[src/rtl/mips_multicycle_ctrl.sv]
// ---------------------------------------------------------------------------
// mips_multicycle_ctrl : multicycle MIPS control FSM with memory wait/timeout
// Rev 1.0
// ---------------------------------------------------------------------------
`default_nettype none

module mips_multicycle_ctrl #(
    parameter int TIMEOUT_CYC = 16,
    parameter int CNT_W       = 32
) (
    input  logic             clk,
    input  logic             rst_n,
    input  logic [5:0]       opcode,
    input  logic             zero,
    input  logic             mem_ready,
    output logic             pc_write,
    output logic             pc_write_cond,
    output logic [1:0]       pc_src,
    output logic             iord,
    output logic             mem_read,
    output logic             mem_write,
    output logic             ir_write,
    output logic             reg_write,
    output logic [1:0]       reg_dst,
    output logic             alu_src_a,
    output logic [1:0]       alu_src_b,
    output logic [1:0]       alu_op,
    output logic             wb_sel_0,
    output logic             wb_sel_1,
    output logic [2:0]       state_o,
    output logic             mem_timeout,
    output logic [CNT_W-1:0] instr_count
);

    localparam logic [5:0] OP_RTYPE = 6'b000000;
    localparam logic [5:0] OP_LW    = 6'b100011;
    localparam logic [5:0] OP_SW    = 6'b101011;
    localparam logic [5:0] OP_ADDI  = 6'b001000;
    localparam logic [5:0] OP_BEQ   = 6'b000100;
    localparam logic [5:0] OP_J     = 6'b000010;
    localparam logic [5:0] OP_JAL   = 6'b000011;

    localparam int WCNT_W = (TIMEOUT_CYC > 1) ? $clog2(TIMEOUT_CYC) : 1;
    localparam logic [WCNT_W-1:0] WCNT_LAST = WCNT_W'(TIMEOUT_CYC - 1);

    typedef enum logic [2:0] {
        S_FETCH   = 3'd0,
        S_DECODE  = 3'd1,
        S_EXEC    = 3'd2,
        S_MEM_ACC = 3'd3,
        S_WB      = 3'd4,
        S_BRANCH  = 3'd5,
        S_JUMP    = 3'd6
    } state_t;

    state_t            state;
    state_t            nxt_state;
    logic [5:0]        op_q;
    logic [5:0]        nxt_op;
    logic [WCNT_W-1:0] wait_cnt;
    logic              active;
    logic              fetch_q;
    logic              jump_pcw;
    logic              timeout;
    logic              retire;
    logic              waiting;

    // Registered outputs lag one cycle behind reset, so FETCH idles once
    // (active=0) before its strobes appear and before it may advance.
    always_comb begin
        nxt_state = state;
        nxt_op    = op_q;
        timeout   = 1'b0;
        retire    = 1'b0;
        waiting   = 1'b0;
        case (state)
            S_FETCH: begin
                if (active) begin
                    if (mem_ready) begin
                        nxt_state = S_DECODE;
                    end else begin
                        waiting = 1'b1;
                        timeout = (wait_cnt == WCNT_LAST);
                    end
                end
            end
            S_DECODE: begin
                nxt_op = opcode;
                case (opcode)
                    OP_RTYPE, OP_LW, OP_SW, OP_ADDI: nxt_state = S_EXEC;
                    OP_BEQ:                          nxt_state = S_BRANCH;
                    OP_J, OP_JAL:                    nxt_state = S_JUMP;
                    default:                         nxt_state = S_FETCH;
                endcase
            end
            S_EXEC: begin
                nxt_state = (op_q == OP_LW || op_q == OP_SW) ? S_MEM_ACC : S_WB;
            end
            S_MEM_ACC: begin
                if (mem_ready) begin
                    if (op_q == OP_LW) begin
                        nxt_state = S_WB;
                    end else begin
                        nxt_state = S_FETCH;
                        retire    = 1'b1;
                    end
                end else begin
                    waiting = 1'b1;
                    if (wait_cnt == WCNT_LAST) begin
                        timeout   = 1'b1;
                        nxt_state = S_FETCH;
                    end
                end
            end
            S_WB, S_BRANCH, S_JUMP: begin
                nxt_state = S_FETCH;
                retire    = 1'b1;
            end
            default: nxt_state = S_FETCH;
        endcase
    end

    always_ff @(posedge clk) begin
        if (!rst_n) begin
            state         <= S_FETCH;
            op_q          <= 6'd0;
            wait_cnt      <= '0;
            active        <= 1'b0;
            instr_count   <= '0;
            mem_timeout   <= 1'b0;
            fetch_q       <= 1'b0;
            jump_pcw      <= 1'b0;
            pc_write_cond <= 1'b0;
            pc_src        <= 2'b00;
            iord          <= 1'b0;
            mem_read      <= 1'b0;
            mem_write     <= 1'b0;
            reg_write     <= 1'b0;
            reg_dst       <= 2'b00;
            alu_src_a     <= 1'b0;
            alu_src_b     <= 2'b00;
            alu_op        <= 2'b00;
            wb_sel_0      <= 1'b0;
            wb_sel_1      <= 1'b0;
        end else begin
            state       <= nxt_state;
            op_q        <= nxt_op;
            active      <= 1'b1;
            mem_timeout <= timeout;
            if (retire) begin
                instr_count <= instr_count + CNT_W'(1);
            end
            if (nxt_state != state || timeout) begin
                wait_cnt <= '0;
            end else if (waiting) begin
                wait_cnt <= wait_cnt + WCNT_W'(1);
            end

            // Outputs for the cycle about to begin, decoded from the next state.
            fetch_q       <= 1'b0;
            jump_pcw      <= 1'b0;
            pc_write_cond <= 1'b0;
            pc_src        <= 2'b00;
            iord          <= 1'b0;
            mem_read      <= 1'b0;
            mem_write     <= 1'b0;
            reg_write     <= 1'b0;
            reg_dst       <= 2'b00;
            alu_src_a     <= 1'b0;
            alu_src_b     <= 2'b00;
            alu_op        <= 2'b00;
            wb_sel_0      <= 1'b0;
            wb_sel_1      <= 1'b0;
            case (nxt_state)
                S_FETCH: begin
                    fetch_q   <= 1'b1;
                    mem_read  <= 1'b1;
                    alu_src_b <= 2'b01;
                end
                S_DECODE: begin
                    alu_src_b <= 2'b11;
                end
                S_EXEC: begin
                    alu_src_a <= 1'b1;
                    if (nxt_op == OP_RTYPE) begin
                        alu_op <= 2'b10;
                    end else begin
                        alu_src_b <= 2'b10;
                    end
                end
                S_MEM_ACC: begin
                    iord      <= 1'b1;
                    mem_read  <= (nxt_op == OP_LW);
                    mem_write <= (nxt_op == OP_SW);
                end
                S_WB: begin
                    reg_write <= 1'b1;
                    if (nxt_op == OP_RTYPE) begin
                        reg_dst <= 2'b01;
                    end
                    if (nxt_op == OP_LW) begin
                        wb_sel_0 <= 1'b1;
                    end
                end
                S_BRANCH: begin
                    alu_src_a     <= 1'b1;
                    alu_op        <= 2'b01;
                    pc_write_cond <= 1'b1;
                    pc_src        <= 2'b01;
                end
                S_JUMP: begin
                    jump_pcw <= 1'b1;
                    pc_src   <= 2'b10;
                    if (nxt_op == OP_JAL) begin
                        reg_write <= 1'b1;
                        reg_dst   <= 2'b10;
                        wb_sel_1  <= 1'b1;
                    end
                end
                default: ;
            endcase
        end
    end

    // IR load and PC+4 update follow mem_ready combinationally during FETCH.
    assign ir_write = fetch_q & mem_ready;
    assign pc_write = (fetch_q & mem_ready) | jump_pcw;
    assign state_o  = state;

    // The zero flag only matters to the datapath's PC-load gating.
    logic unused_zero;
    assign unused_zero = zero;

endmodule

`default_nettype wire

[config.mk]
export PLATFORM = sky130hd
export DESIGN_NAME = mips_multicycle_ctrl
export DESIGN_NICKNAME = d
export VERILOG_FILES = /design/src/rtl/mips_multicycle_ctrl.sv
export SDC_FILE = /design/constraint.sdc
export NUM_CORES = 1
export LEC_CHECK = 0
export ABC_CLOCK_PERIOD_IN_PS = 1800
export BUFFER_PORTS_ARGS = -buffer_cell sky130_fd_sc_hd__buf_4
export CAP_MARGIN = 20
export CORE_MARGIN = 2
export CORE_UTILIZATION = 49
export DETAILED_ROUTE_END_ITERATION = 10
export PLACE_DENSITY_LB_ADDON = 0.15
export RECOVER_POWER = 100
export SLEW_MARGIN = 20
export SYNTH_ARGS = -nofsm -noshare
export SYNTH_HDL_FRONTEND = slang
export SYNTH_SLANG_ARGS = --single-unit
export TNS_END_PERCENT = 50
[constraint.sdc]
create_clock -name clk -period 1.8 [get_ports clk]
set_clock_uncertainty 0.1 [all_clocks]
set_input_delay 0.27 -clock clk [delete_from_list [all_inputs] [get_ports clk]]
set_output_delay 0.27 -clock clk [all_outputs]
set_load 0.02 [all_outputs]
### Word level (Yosys, flattened, before mapping)

Cells that the tools add are included.

* multiply operators: 0
* equality and inequality tests: 25
* reduce and logical (&&, ||, !) cells: 14
* magnitude comparators: 0
* add/subtract/negate cells: 2
* multiplexer cells: 38
* bitwise logic cells: 3
* divide/modulo/power cells: 0
* shift-type cells: 0

Operators with widths (count)
* equality test 6 bit (second input constant): 6
* adder 32 x 1 -> 32 bit (second input constant): 1
* equality test 3 bit (second input constant): 6
* equality test 6 x 2 -> 1 bit (second input constant): 3
* 2-to-1 mux 3 bit: 6
* 2-to-1 mux 1 bit: 17
* equality test 3 x 2 -> 1 bit (second input constant): 4
* zero test 6 bit: 2
* case mux 2 bit (2 select lines): 3
* case mux 3 bit (4 select lines): 1
* case mux 1 bit (2 select lines): 5
* case mux 3 bit (3 select lines): 1
* equality test 3 x 1 -> 1 bit (second input constant): 2
* equality test 6 x 3 -> 1 bit (second input constant): 1
* equality test 6 x 4 -> 1 bit (second input constant): 1
* zero test 3 bit: 2
* 2-to-1 mux 2 bit: 3
* 2-to-1 mux 6 bit: 1
* case mux 2 bit (3 select lines): 1
* AND reduction 2 bit: 3
* OR reduction 2 bit: 3
* adder 4 x 1 -> 4 bit (second input constant): 1
* equality test 4 bit (second input constant): 1
* OR reduction 4 bit: 1
* 6 further kinds: 7

* bits in read-only memories: 0
* bits in latches: 0
* input port bits: 10
* logic and storage cells: 102
* bits in writable memories: 0
* memories: 0
* flip-flop bits (word level): 65
* output and inout port bits: 54

### Depth between registers and ports, before layout

* word-level depth: 7
* mapped depth: 8
* depth with buffers taken out: 6

### Least setup slack after synthesis

No wires, ideal clock.

* path kind: register to register
* from: register state[1], in the netlist state_o[1]
* to: register instr_count[22]
* required time: 1.585 ns
* clock period less this slack: 1.995 ns
* path slack: -0.195 ns
* library setup time: 0.115 ns
* stages on the path, launching flop included: 8
* path buffers: 2
* data arrival time: 1.780 ns
* path through: dfxtp_1 buf_2 nand4b_4 a21oi_4 o2111ai_1 buf_2 o31a_1 o21a_1

* word-level cells in the longest chain between the ends: 3
* elaborated cells on any way between the ends: 6
* classes of those cells: eq/ne (4); mux (1); reduce/logical (1)

RTL lines
* start: declaration: RTL line 56 `state_t state;`
* start signal: assignment: RTL line 146 `state <= nxt_state;`
* equality test 3 bit: RTL line 76 `case (state)`
* OR reduction 3 bit: RTL line 76
* case mux 1 bit (2 select lines) (*): RTL line 76
* end signal: assignment: RTL line 151 `instr_count <= instr_count + CNT_W'(1);`
* end: declaration: RTL line 32 `output logic [CNT_W-1:0] instr_count`

Mark *: on every way between the ends. The rest lies on a longest branch, timed or not.
A chain may end at the register's enable or synchronous reset.

### Worst setup path in the final report

* from: register state[1], in the netlist state_o[1]
* to: register wait_cnt[3]

* word-level cells in the longest chain between the ends: 6
* elaborated cells on any way between the ends: 14
* classes of those cells: eq/ne (4); mux (7); reduce/logical (3)

RTL lines
* 2-to-1 mux 3 bit, on equally long branches: RTL line 109, 79
* 2-to-1 mux 3 bit, on equally long branches: RTL line 100, 78
* case mux 3 bit (4 select lines): RTL line 76
* != test 3 bit: RTL line 153 `if (nxt_state != state || timeout) begin`
* logical OR 1 bit: RTL line 153
* OR reduction 2 bit (no line)
* end signal: assignment: RTL line 156 `wait_cnt <= wait_cnt + WCNT_W'(1);`
* end: declaration: RTL line 60 `logic [WCNT_W-1:0] wait_cnt;`

Several ways; a longest one is shown, not always the timed one.

==> flow_summary.toml <==
[clocking]
cts.clk_slew.worst_paths_ps = 70
tritoncts = "built"
tritoncts.num_buffers = 9
tritoncts_num_sinks = 63
worstSkewPairLatency_ps = 340
cts_root_buffer = "clkbuf_8"
h-tree-depth = 3
cts.path.max_buffers = 2
post_cts_hold_buffer_count = 0

[grt]
global_route.overflow_total = 0
groute.layer.met2.usage_pct = 38.03
grt_max_degree = 21
number_of_global_route_vias_before_repair = 2702
grt_first_pass_wirelength_microns = 12120
grtUsageMet1_pct = 30.80
grt_use_total_pct = 23.56
globalRoute.busiestLayer = "met2"
grt_util_met3_pct = 3.846
number_of_antenna_violations_at_the_first_check_in_global_routing = 0

[detailed_routing]
drt-wirelength-per-cell_microns = 14.69
first_pass_iters = 4
drt-total-wl_microns = 7916
drcViolationCount = 0
vias = 2949
drt-vias-per-instance = 5.471
detail-route-antenna-nets = 0
drt-initial-drc-count = 132

[floorplan]
die_wd_microns = 81.66
rows = 28
io_pins = 64
floorplan.initialDensity_pct = 50.21
coreArea_sq_um = 5886
fp.dieH_microns = 81.66
floorplan.die_area_sq_um = 6668

[synth]
ys_seq_elements = 63
synthDominantAreaCellType = "dfxtp_1"
synth_top_area_share_pct = 42.68
ys.flop_type = "dfxtp_1"
netlist_top_cells_count = "dfxtp_1 (63), a21oi_1 (28), nand2_1 (28)"
most_frequently_used_cell_type_in_the_post_synthesis_netlist = "dfxtp_1"
synth.yosys.warnings = 0
synth-async-reset-ratio_pct = 0
synth_enable_flop_cells = 0
cells_taking_the_most_area_after_synthesis = "dfxtp_1 (43%), a21oi_1 (4.7%), nand2_1 (3.6%), nor3_1 (3.0%), nor2_1 (2.8%)"
netlist-cell-type-count = 57
synthesis.nets = 344
synth.avg_cell_area_sq_um = 8.902
netlist_area_sq_um = 2955
sequential_cell_area_fraction_in_the_yosys_report_pct = 42.68
syn_inst = 332

[setup_path]
critical_path.reg2reg.startpoint = "state_o[1]$_SDFF_PN0_"
crit_path_start = "state_o[1]$_SDFF_PN0_"
arrival_ps = 1940
worstSetupEndpointType = "flop"
crit_path_start_kind = "flop"
required_ps = 1930
worstSetupPathType = "flop to flop"
critical_path.max_fanout = 6
regToRegSetupSlack_ps = -10

[sta]
holdWs_ps = 68.64
crit_share_post_route_pct = 100.7
final-setup-viol-count = 4
max_clock_freq_mhz = 552.0
worst_slew_pin_slew_ps = 450.5
finalHoldViolCount = 0
max-slew-margin-rel_pct = 69.69
rsz0062_at_grt = "yes"
final.min_clock_period_ps = 1812
number_of_pins_with_negative_max_slew_slack_in_the_final_report = 0
post_route_worst_setup_slack_ps = -11.71

[cells_and_area]
antenna-diode-count = 0
final_core_density_pct = 75.32
area_delta_synth_final_pct = 50.00
post_route_cells_drive_above_1_share_pct = 44.40
n_fill_cell = 405
nets = 471

[min_path]
hold_path.startpoint = "rst_n"
hold_crit_path_type = "primary input to flop"

[pwr]
powerDensity_nw_per_um2 = 714.2
p_leak_uw = 0.001822
ir_worst_vdd_mv = 0.7051
finalPower_uw = 3166

[status]
violations_in_the_final_reports = "setup timing"
status = "finished with violations"

[flow_run]
drv_cap = 0

[place]
port_buffers = 62
place_congestion = 0.8100
dp_hpwl_microns = 5269
power breakdown:
part / internal [uW] / switching (uW) / leakage [uW]
combinational: 105 / 127 / 0.00118
sequential: 1400 / 11.7 / 0.000516
clock: 953 / 565 / 0.000127
total: 2460 / 704 / 0.00182
sequential cells by signal, summed over array words and instances (netlist names), 2 cells and up:
register,count
alu_src_b,2
instr_count,32
op_q,6
pc_src,2
reg_dst,2
state_o,3
wait_cnt,4
worst max-delay path, stage by stage, from the launching register on:
cell and delay (ps):
dfxtp_4 370, buf_4 160, nor3b_4 260, nand3_1 190, o31a_1 210, a21oi_1 200
buf_4 160, nor3_2 40
path summary, 6_finish.rpt:
| path | end | cells after the start |
|---|---|---|
| max reg2reg | wait_cnt[3]$_SDFFE_PP0P_ | 7 |
| min reg2reg | instr_count[1]$_SDFFE_PN0P_ | 2 |
| min | active$_DFF_P_ | 1 |
| max | wait_cnt[3]$_SDFFE_PP0P_ | 7 |
area by class of cell:
type / count / area [sq um] / share of cell area [%]
well taps: 75 / 93.84 / 2.117
multi-input cells: 243 / 1743 / 39.32
clock buffers: 10 / 137.6 / 3.105
flip-flops and latches: 63 / 1285 / 28.99
clock inverters: 6 / 106.4 / 2.399
inverters: 8 / 30.03 / 0.6774
repair buffers: 134 / 1037 / 23.40
timing repair:
item                                    in CTS  in global routing
buffers inserted                             4                  6
endpoints found under the setup margin      14                 37
resized for setup                           10                 34
pin swaps                                    6                 16
through the flow:
stage / worst slack (ps) / TNS (ps) / instances / area [sq um]
after floorplan: -49.13 / -409.6 / 332 / 3009
after CTS: -13.20 / -13.20 / 533 / 4227
final: -11.71 / -34.06 / 539 / 4433
after global routing: -91.79 / -1184 / 539 / 4433
after global placement: -4.314 / -6.195 / 513 / 3920
after detailed placement: -37.72 / -93.39 / 513 / 3920
cell families after synthesis:
family | count (synthesis) | synth area share [%]
flip-flops | 63 | 42.68
XOR/XNOR | 15 | 4.446
AND/OR/NAND/NOR | 141 | 27.18
adder cells (fa/ha/maj) | 2 | 0.8466
buffers and inverters | 26 | 4.530
AO/OA/AOI/OAI | 82 | 18.88
multiplexers | 3 | 1.439
layer usage:
| metal | wire (microns) | vias up | part of all wire (%) |
|---|---|---|---|
| li1 | - | 1463 | - |
| met1 | 3616 | 1406 | 46 |
| met2 | 3851 | 67 | 49 |
| met3 | 294 | 13 | 3.7 |
| met4 | 153 | 0 | 1.9 |
| met5 | 0 | - | 0 |
cell usage in the layout (no fill, tap or decap), types with 3 or more instances in the layout:
| cell type | instances |
|---|---|
| o21a_1 | 11 |
| nand3_2 | 3 |
| dfxtp_1 | 52 |
| clkbuf_8 | 10 |
| inv_1 | 8 |
| nor3_2 | 3 |
| nand3_1 | 11 |
| or3_1 | 11 |
| o211ai_1 | 5 |
| nand4_1 | 8 |
| nor3_4 | 3 |
| a21oi_1 | 23 |
| xor2_1 | 9 |
| dfxtp_2 | 7 |
| a21oi_2 | 5 |
| nor3_1 | 15 |
| and3_1 | 4 |
| buf_4 | 128 |
| a211o_1 | 3 |
| nand2_1 | 27 |
| nor2b_1 | 4 |
| nand2b_1 | 3 |
| nor4_1 | 3 |
| bufinv_16 | 3 |
| dfxtp_4 | 4 |
| nor2_2 | 3 |
| buf_6 | 5 |
| nor2_1 | 19 |
| o2111ai_2 | 3 |
| o21ai_0 | 14 |
| and2_1 | 3 |
| xnor2_1 | 6 |
No activity file was read; power rests on OpenSTA's default activity.
